==> src/rtl/kbd_ascii_fifo.sv <==
// PS/2 key events -> ASCII characters queued in a first-word-fall-through FIFO.
// Latency: a mappable make is written at its own edge; visible at the head the next cycle.
// Backpressure: none upstream; when full without a pop the character is dropped and overflow is set.

// Generic synchronous FIFO: FWFT head, push accepted when full if a pop frees a slot.
module sync_fifo #(
  parameter int DEPTH  = 16,
  parameter int ADDR_W = 4,
  parameter int W      = 8
) (
  input  logic              clk,
  input  logic              rst,
  input  logic              clr,
  input  logic              wr_en,
  input  logic [W-1:0]      wr_dat,
  input  logic              rd_en,
  output logic [W-1:0]      rd_dat,
  output logic              empty,
  output logic              full,
  output logic [ADDR_W:0]   count,
  output logic              overflow
);
  localparam logic [ADDR_W:0] FULL_CNT = (ADDR_W+1)'(DEPTH);

  logic [W-1:0]      mem [DEPTH];
  logic [ADDR_W-1:0] wr_ptr;
  logic [ADDR_W-1:0] rd_ptr;
  logic              do_pop;
  logic              do_push;

  assign empty = (count == '0);
  assign full  = (count == FULL_CNT);

  // A pop frees a slot, so a push is still accepted when full in the same cycle.
  assign do_pop  = rd_en && !empty;
  assign do_push = wr_en && (!full || do_pop);

  assign rd_dat = empty ? '0 : mem[rd_ptr];

  // Storage array; no reset needed since reads are masked by empty.
  always_ff @(posedge clk) begin
    if (rst && !clr && do_push) begin
      mem[wr_ptr] <= wr_dat;
    end
  end

  // Pointers, occupancy and sticky overflow; clr discards same-cycle traffic.
  always_ff @(posedge clk) begin
    if (!rst || clr) begin
      wr_ptr   <= '0;
      rd_ptr   <= '0;
      count    <= '0;
      overflow <= 1'b0;
    end else begin
      if (do_push) wr_ptr <= wr_ptr + ADDR_W'(1);
      if (do_pop)  rd_ptr <= rd_ptr + ADDR_W'(1);
      case ({do_push, do_pop})
        2'b10:   count <= count + (ADDR_W+1)'(1);
        2'b01:   count <= count - (ADDR_W+1)'(1);
        default: count <= count;
      endcase
      if (wr_en && !do_push) overflow <= 1'b1;
    end
  end
endmodule

module kbd_ascii_fifo #(
  parameter int DEPTH         = 16,
  parameter int ADDR_W        = 4,
  parameter bit SHIFT_SYMBOLS = 1'b1
) (
  input  logic              clk,
  input  logic              rst,
  input  logic              key_valid,
  input  logic              key_make,
  input  logic [8:0]        last_change,
  input  logic              clr,
  input  logic              rd_en,
  output logic [7:0]        ascii_out,
  output logic              empty,
  output logic              full,
  output logic [ADDR_W:0]   count,
  output logic              caps_on,
  output logic              overflow
);
  logic       shift_l;
  logic       shift_r;
  logic       caps_held;
  logic       shift;
  logic       is_ext;
  logic [7:0] code;
  logic [7:0] ch_dat;
  logic       ch_vld;
  logic [7:0] letter;
  logic       is_letter;
  logic [3:0] digit;
  logic       is_digit;
  logic [7:0] symbol;

  assign shift  = shift_l | shift_r;
  assign is_ext = last_change[8];
  assign code   = last_change[7:0];

  // Modifier state; caps_held blocks typematic repeats from re-toggling Caps Lock.
  always_ff @(posedge clk) begin
    if (!rst) begin
      shift_l   <= 1'b0;
      shift_r   <= 1'b0;
      caps_held <= 1'b0;
      caps_on   <= 1'b0;
    end else if (key_valid && !is_ext) begin
      case (code)
        8'h12: shift_l <= key_make;
        8'h59: shift_r <= key_make;
        8'h58: begin
          if (!key_make) begin
            caps_held <= 1'b0;
          end else if (!caps_held) begin
            caps_on   <= ~caps_on;
            caps_held <= 1'b1;
          end
        end
        default: ;
      endcase
    end
  end

  // Letter table: scan code to lower-case ASCII.
  always_comb begin
    letter    = 8'h00;
    is_letter = 1'b1;
    case (code)
      8'h1C: letter = 8'h61; 8'h32: letter = 8'h62; 8'h21: letter = 8'h63;
      8'h23: letter = 8'h64; 8'h24: letter = 8'h65; 8'h2B: letter = 8'h66;
      8'h34: letter = 8'h67; 8'h33: letter = 8'h68; 8'h43: letter = 8'h69;
      8'h3B: letter = 8'h6A; 8'h42: letter = 8'h6B; 8'h4B: letter = 8'h6C;
      8'h3A: letter = 8'h6D; 8'h31: letter = 8'h6E; 8'h44: letter = 8'h6F;
      8'h4D: letter = 8'h70; 8'h15: letter = 8'h71; 8'h2D: letter = 8'h72;
      8'h1B: letter = 8'h73; 8'h2C: letter = 8'h74; 8'h3C: letter = 8'h75;
      8'h2A: letter = 8'h76; 8'h1D: letter = 8'h77; 8'h22: letter = 8'h78;
      8'h35: letter = 8'h79; 8'h1A: letter = 8'h7A;
      default: is_letter = 1'b0;
    endcase
  end

  // Digit table: scan code to digit value plus its US shifted symbol.
  always_comb begin
    digit    = 4'd0;
    symbol   = 8'h00;
    is_digit = 1'b1;
    case (code)
      8'h45: begin digit = 4'd0; symbol = 8'h29; end
      8'h16: begin digit = 4'd1; symbol = 8'h21; end
      8'h1E: begin digit = 4'd2; symbol = 8'h40; end
      8'h26: begin digit = 4'd3; symbol = 8'h23; end
      8'h25: begin digit = 4'd4; symbol = 8'h24; end
      8'h2E: begin digit = 4'd5; symbol = 8'h25; end
      8'h36: begin digit = 4'd6; symbol = 8'h5E; end
      8'h3D: begin digit = 4'd7; symbol = 8'h26; end
      8'h3E: begin digit = 4'd8; symbol = 8'h2A; end
      8'h46: begin digit = 4'd9; symbol = 8'h28; end
      default: is_digit = 1'b0;
    endcase
  end

  // Character select for make events; Shift/Caps state is the pre-event value.
  always_comb begin
    ch_dat = 8'h00;
    ch_vld = 1'b0;
    if (key_valid && key_make) begin
      if (is_ext) begin
        if (code == 8'h5A) begin
          ch_dat = 8'h0D;
          ch_vld = 1'b1;
        end
      end else if (is_letter) begin
        ch_dat = (shift ^ caps_on) ? (letter - 8'h20) : letter;
        ch_vld = 1'b1;
      end else if (is_digit) begin
        ch_dat = (shift && SHIFT_SYMBOLS) ? symbol : {4'h3, digit};
        ch_vld = 1'b1;
      end else begin
        case (code)
          8'h29: begin ch_dat = 8'h20; ch_vld = 1'b1; end
          8'h5A: begin ch_dat = 8'h0D; ch_vld = 1'b1; end
          8'h66: begin ch_dat = 8'h08; ch_vld = 1'b1; end
          default: ;
        endcase
      end
    end
  end

  sync_fifo #(.DEPTH(DEPTH), .ADDR_W(ADDR_W), .W(8)) u_fifo (
    .clk      (clk),
    .rst      (rst),
    .clr      (clr),
    .wr_en    (ch_vld),
    .wr_dat   (ch_dat),
    .rd_en    (rd_en),
    .rd_dat   (ascii_out),
    .empty    (empty),
    .full     (full),
    .count    (count),
    .overflow (overflow)
  );
endmodule

==> config.mk <==
export PLATFORM = sky130hd
export DESIGN_NAME = kbd_ascii_fifo
export DESIGN_NICKNAME = d
export VERILOG_FILES = /design/src/rtl/kbd_ascii_fifo.sv
export SDC_FILE = /design/constraint.sdc
export NUM_CORES = 1
export LEC_CHECK = 0
export ABC_AREA = 1
export CORE_UTILIZATION = 30
export DETAILED_ROUTE_END_ITERATION = 8
export SKIP_LAST_GASP = 1
export SLEW_MARGIN = 5
export SYNTH_ARGS = -nofsm -noshare
export SYNTH_HDL_FRONTEND = slang
export SYNTH_HIERARCHICAL = 1
export SYNTH_SLANG_ARGS = --single-unit
==> constraint.sdc <==
create_clock -name clk -period 5.7 [get_ports clk]
set_input_delay 1.14 -clock clk [delete_from_list [all_inputs] [get_ports clk]]
set_output_delay 1.14 -clock clk [all_outputs]
set_load 0.02 [all_outputs]
* After elaboration in Yosys (flattened, before gate mapping)
Memory sizes are Yosys's and may differ from the RTL's. A register that Yosys moved wholly into a read port is not among the register bits.
Cells that the tools add are included.
W data, S select, Z words.
** Word-level totals
- Input port bits :: 15
- Memories :: 1
- Memory bits (writable) :: 128
- Bits in latches :: 0
- Output and inout port bits :: 17
- Logic and storage cells :: 113
- Register bits :: 18
- ROM bits :: 0
** Memory list
- u_fifo.mem :: depth 16, bits a word 8, read ports 1, clocked after memory_dff 1, write ports 1, line 25 : logic [W-1:0] mem [DEPTH];
** Cells by class
- $mul :: 0
- Magnitude comparators :: 0
- Reduce and logical (&&, ||, !) cells :: 24
- Divide/modulo/power cells :: 0
- Muxes and demuxes :: 26
- Shift operators :: 0
- Eq/ne operators :: 45
- Bitwise operators :: 4
- Add/subtract/negate cells :: 5
** Operator list (count)
- $eq A8 B6 Y1 const B :: 23
- $pmux W7 S26 :: 1
- $eq A8 B7 Y1 const B :: 11
- $pmux W7 S10 :: 1
- $eq A8 B5 Y1 const B :: 8
- $mux W8 :: 7
- $pmux W4 S9 :: 1
- $reduce_or A26 Y1 :: 1
- $pmux W6 S3 :: 1
- $mux W4 :: 3
- $mux W1 :: 11
- $pmux W5 S2 :: 1
- $reduce_or A10 Y1 :: 1
- $add A4 B1 Y4 const B :: 2
- $sub A8 B6 Y8 const B :: 1
- $logic_and A1 B1 Y1 :: 7
- $logic_not A1 Y1 :: 6
- $reduce_and A2 Y1 :: 3
- $add A5 B1 Y5 const B :: 1
- $eq A5 B5 Y1 const B :: 1
- $logic_not A5 Y1 :: 1
- $sub A5 B1 Y5 const B :: 1
- $reduce_and A4 Y1 :: 1
- $reduce_or A3 Y1 :: 1
- other kinds (7) :: 9

* Depth between registers and ports, before layout
- Word-level depth :: 11
- Depth in mapped cells :: 23
- Mapped depth without buffers :: 22

* Hierarchy
Netlist, hierarchy kept.
** Modules (own cells, without submodules)
- sync_fifo :: cells an instance 562, area each 6160.9 µm², times used 1
- kbd_ascii_fifo :: cells an instance 268, area each 1256.2 µm², times used 1

* Worst setup path before layout
Ideal clock, no wire load.
- Kind :: in2reg
- Start point :: in last_change[6]
- End point :: mem u_fifo.mem[15][0], enable pin
- Path buffers :: 1
- Setup slack :: 2046 ps
- Library setup time :: 383 ps
- Cell stages on the path :: 16
- Data arrival time :: 3271 ps
- Cell sequence :: inv_1 > nand2_4 > nor2_1 > buf_6 > nand2_1 > nand2_1 > nor2_4 > nand4_1 > inv_1 > nand2_1 > nor2_1 > nor2_1 > o21ai_4 > nor2_2 > inv_2 > nor3_1
** On the way
- Cells in the longest elaborated chain, start to end :: 11
- Elaborated cells on any way between the ends :: 54
- Those cells by class :: eq/ne (39); mux (10); reduce/logical (5)
** RTL lines
- start, declared :: line 76 : input logic [8:0] last_change,
- $eq A8 B7 Y1, or another cell as far along :: line 151 : case (code)
- $reduce_or A10 Y1 (no line) / $reduce_or A3 Y1 (equally long branches)
- $mux W1 (on tied branches) :: line 151, 183
- $mux W1 :: line 179 : end else if (is_digit) begin
- $mux W1 :: line 176 : end else if (is_letter) begin
- $mux W1 (*) :: line 171 : if (is_ext) begin
- $mux W1 (*) :: line 170 : if (key_valid && key_make) begin
- named net ch_vld :: line 93 : logic ch_vld;
- $logic_and A1 B1 Y1 (*) :: line 36 : assign do_push = wr_en && (!full || do_pop);
- $logic_and A1 B1 Y1 (*) :: line 42 : if (rst && !clr && do_push) begin
- $mux W1 (*) :: line 42
- $mux W1 (implied by the code) (*) :: line 43 : mem[wr_ptr] <= wr_dat;
- end, declared :: line 25
The timed path passes the listed nets; every way through them passes the cells marked *.

* Worst setup path after layout
- Start point :: in last_change[4]
- End point :: mem u_fifo.mem[2][1], enable pin
Same word-level chain as after synthesis.

==> results.json <==
{
  "slew_viol_final": 0,
  "worst_clock_skew_ns": 0.009901,
  "final_setup_margin_ns": 1.277,
  "final_hold_viol_count": 0,
  "tritoncts_num_sinks": 150,
  "finalSetupTns_ns": 0,
  "row_cnt": 57,
  "htree_levels": 4,
  "routed_via_count_divided_by_cell_count": 4.672,
  "min_period_over_period_pct": 77.59,
  "antenna_found_initial": 0,
  "synth_area_leader_cell": "sky130_fd_sc_hd__edfxtp_1",
  "max_slew.worst_pin.slew_ns": 1.102,
  "grt_overflow": 0,
  "cts_setup_buffers": 0,
  "max_cap_violations": 0,
  "timing.hold.worst.class": "flop to flop",
  "critical_path_class": "primary input to flop",
  "power_mw": 2.499,
  "die_area_mm2": 0.02536,
  "first_global_vias": 5355,
  "tritoncts": "done",
  "post-synth-top-area-fraction_pct": 51.82,
  "drive_above_1_share_pct": 10.36,
  "antenna_cells": 0,
  "outcome": "finished, violations left",
  "clock_tree.root_cell": "sky130_fd_sc_hd__clkbuf_16",
  "gr-usage-all-layers_pct": 14.82,
  "die_height_um": 159.2,
  "grt_pass1_wl_mm": 28.86,
  "routed_wl_mm": 17.82,
  "clkTransAtPathRegs_ns": 0.07,
  "setup_viol_count_final": 0,
  "met1_grt_util_pct": 20.66,
  "grt_setup_unrepaired": "false",
  "ys_seq_area_share_pct": 57.76,
  "final_area_mm2": 0.008653,
  "initial_utilization_pct": 30.59,
  "worstSetupStartpointType": "primary input",
  "instance_count_of_the_mapped_netlist": 830,
  "timing.final.crit_period_ns": 4.423,
  "ys_top_cells_by_area": "sky130_fd_sc_hd__edfxtp_1 52%, sky130_fd_sc_hd__nand2_1 14%, sky130_fd_sc_hd__nand3_1 7.6%, sky130_fd_sc_hd__dfxtp_1 5.9%, sky130_fd_sc_hd__nor2_1 4.7%",
  "dp_hpwl_mm": 11.92,
  "hold_ws_ns": 0.4457,
  "register_area_mm2": 0.004285,
  "whs_path_depth": 2,
  "global_placement_routability_congestion": 0.8713,
  "global_route.usage.met3_pct": 3.334,
  "timing.fmax_ghz": 0.2261,
  "maximum_number_of_pins_on_one_net_before_global_route_repair": 65,
  "detailed_place.area_mm2": 0.008059,
  "design.portCount": 32,
  "end_kind": "flop",
  "drt-pass1-iter-count": 9,
  "syn_to_final_growth_pct": 16.67,
  "clk_latency_ns": 0.43,
  "r2r_cells": 6,
  "ctsLongestPathBuffers": 2,
  "num_vias": 5616,
  "post-route-util_pct": 35.69,
  "cts_inserted_buffers": 17,
  "cellLeakagePower_nw": 3.364,
  "met2_demand_to_capacity_share_in_global_routing_pct": 22.65,
  "die_x_um": 159.2,
  "cts_resized": 0,
  "synthesis.yosys.warnings": 6,
  "critical_path_peak_fanout": 12,
  "detailedPlace.worstSlack_ns": 0.8085,
  "wire_per_inst_um": 14.82,
  "final.fill_count": 2510,
  "relative_slew_margins_pct": 26.47,
  "cts_hold_buf": 0,
  "grt_most_used_layer": "met2",
  "drt.antenna.violating_nets": 0,
  "signal_arrival_time_at_the_worst_endpoint_ns": 4.48,
  "violated_checks": "DRC",
  "postSynthNetCount": 856,
  "numPlacedInstances": 1170,
  "ir_drop_v": 0.0001767,
  "synth_seq_cells": 150,
  "layoutNonFillerInstCount": 1202,
  "core_area_mm2": 0.02425,
  "ys_types": 34,
  "numPortBuffers": 31,
  "power-per-cell-area_mw_per_mm2": 288.8,
  "post_synth.cell_area_avg_um2": 8.936,
  "syn-cell-area_mm2": 0.007417,
  "multi_input_area_mm2": 0.002754,
  "drt_iter0_drc": 469,
  "number_of_drc_violations_after_detailed_routing": 1,
  "final_net_count": 891,
  "worst-endpoint-required_ns": 5.76
}
kinds of logic after synthesis:
group / count (synthesis) / synth area share [%]
adders and majority gates: 11 / 1.957
and+or+nand+nor: 526 / 30.50
buffers and inverters: 85 / 5.347
AOI/OAI and AO/OA: 54 / 3.964
xor gates and xnor gates: 4 / 0.4724
DFF: 150 / 57.76
final timing paths:
kind,startpoint,endpoint,slack [ns]
worst max-delay path,last_change[4],u_fifo/mem[2][1]$_DFFE_PP_,1.28
worst min-delay path,shift_l$_SDFFE_PN0P_,shift_l$_SDFFE_PN0P_,0.45
worst max register to register,u_fifo/count[1]$_SDFFE_PP0P_,u_fifo/mem[2][1]$_DFFE_PP_,3.59
worst min register to register,shift_l$_SDFFE_PN0P_,shift_l$_SDFFE_PN0P_,0.45
synthesized netlist by cell type, drive strengths merged:
master / n
nand2: 285
edfxtp: 128
nand3: 118
nor2: 105
inv: 57
a21oi: 26
buf: 23
dfxtp: 22
o21ai: 22
ha: 10
nand4: 8
nor3: 6
clkbuf: 3
xor2: 3
a31oi: 2
clkinv: 2
nand3b: 2
o21a: 2
a21boi: 1
a21o: 1
and3: 1
fa: 1
or2: 1
xnor2: 1
worst max-delay path, stage by stage:
cell                              delay (ns)
sky130_fd_sc_hd__clkdlybuf4s50_1        0.49
sky130_fd_sc_hd__inv_2                  0.10
sky130_fd_sc_hd__nand2_1                0.05
sky130_fd_sc_hd__nor2_1                 0.57
sky130_fd_sc_hd__nand2_1                0.20
sky130_fd_sc_hd__nand2_1                0.11
sky130_fd_sc_hd__nor2_1                 0.05
sky130_fd_sc_hd__nand3_2                0.08
sky130_fd_sc_hd__inv_2                  0.05
sky130_fd_sc_hd__nand2_2                0.09
sky130_fd_sc_hd__nor2_1                 0.05
sky130_fd_sc_hd__nor2_1                 0.31
sky130_fd_sc_hd__o21ai_4                0.17
sky130_fd_sc_hd__nor2_2                 0.19
sky130_fd_sc_hd__nand2_1                0.20
sky130_fd_sc_hd__nor2_1                 0.62
final cells by class:
| type | count | share of cell area (%) |
|---|---|---|
| Tap cell | 324 | 4.685 |
| Clock buffer | 17 | 4.916 |
| Timing Repair Buffer | 42 | 4.540 |
| Sequential cell | 150 | 49.52 |
| Inverter | 59 | 2.559 |
| Multi-Input combinational cell | 595 | 31.82 |
| Clock inverter | 15 | 1.952 |
metal layers:
layer,wire (um),share of wire (%)
met5,0,0
met4,306,1.7
met3,904,5.1
met2,7983,45
met1,8623,48
sequential cells by signal, summed over array words and instances (netlist names), named ones only:
| signal | cells |
|---|---|
| u_fifo/count | 5 |
| u_fifo/wr_ptr | 4 |
| shift_l | 1 |
| caps_held | 1 |
| shift_r | 1 |
| caps_on | 1 |
| u_fifo/rd_ptr | 4 |
| u_fifo/mem | 128 |
| u_fifo/overflow | 1 |
placed cells by master (no fill, tap or decap), drive strengths merged:
master           n
nand2          285
edfxtp         128
nand3          118
nor2           105
inv             67
clkdlybuf4s50   31
a21oi           26
dfxtp           22
o21ai           22
clkbuf          17
buf             11
ha              10
nand4            8
clkinv           7
nor3             6
xor2             3
nand3b           2
a31oi            2
o21a             2
and3             1
or2              1
a21boi           1
xnor2            1
a21o             1
fa               1
power by group:
| part | switching, mW | leakage [nW] | internal (mW) | total, mW |
|---|---|---|---|---|
| Sequential | 0.00450 | 1.28 | 1.18 | 1.19 |
| Clock | 0.513 | 0.293 | 0.592 | 1.11 |
| Combinational | 0.136 | 1.80 | 0.0707 | 0.207 |
| Total | 0.654 | 3.36 | 1.85 | 2.50 |
Note: power is estimated with default switching activity, not from simulation.
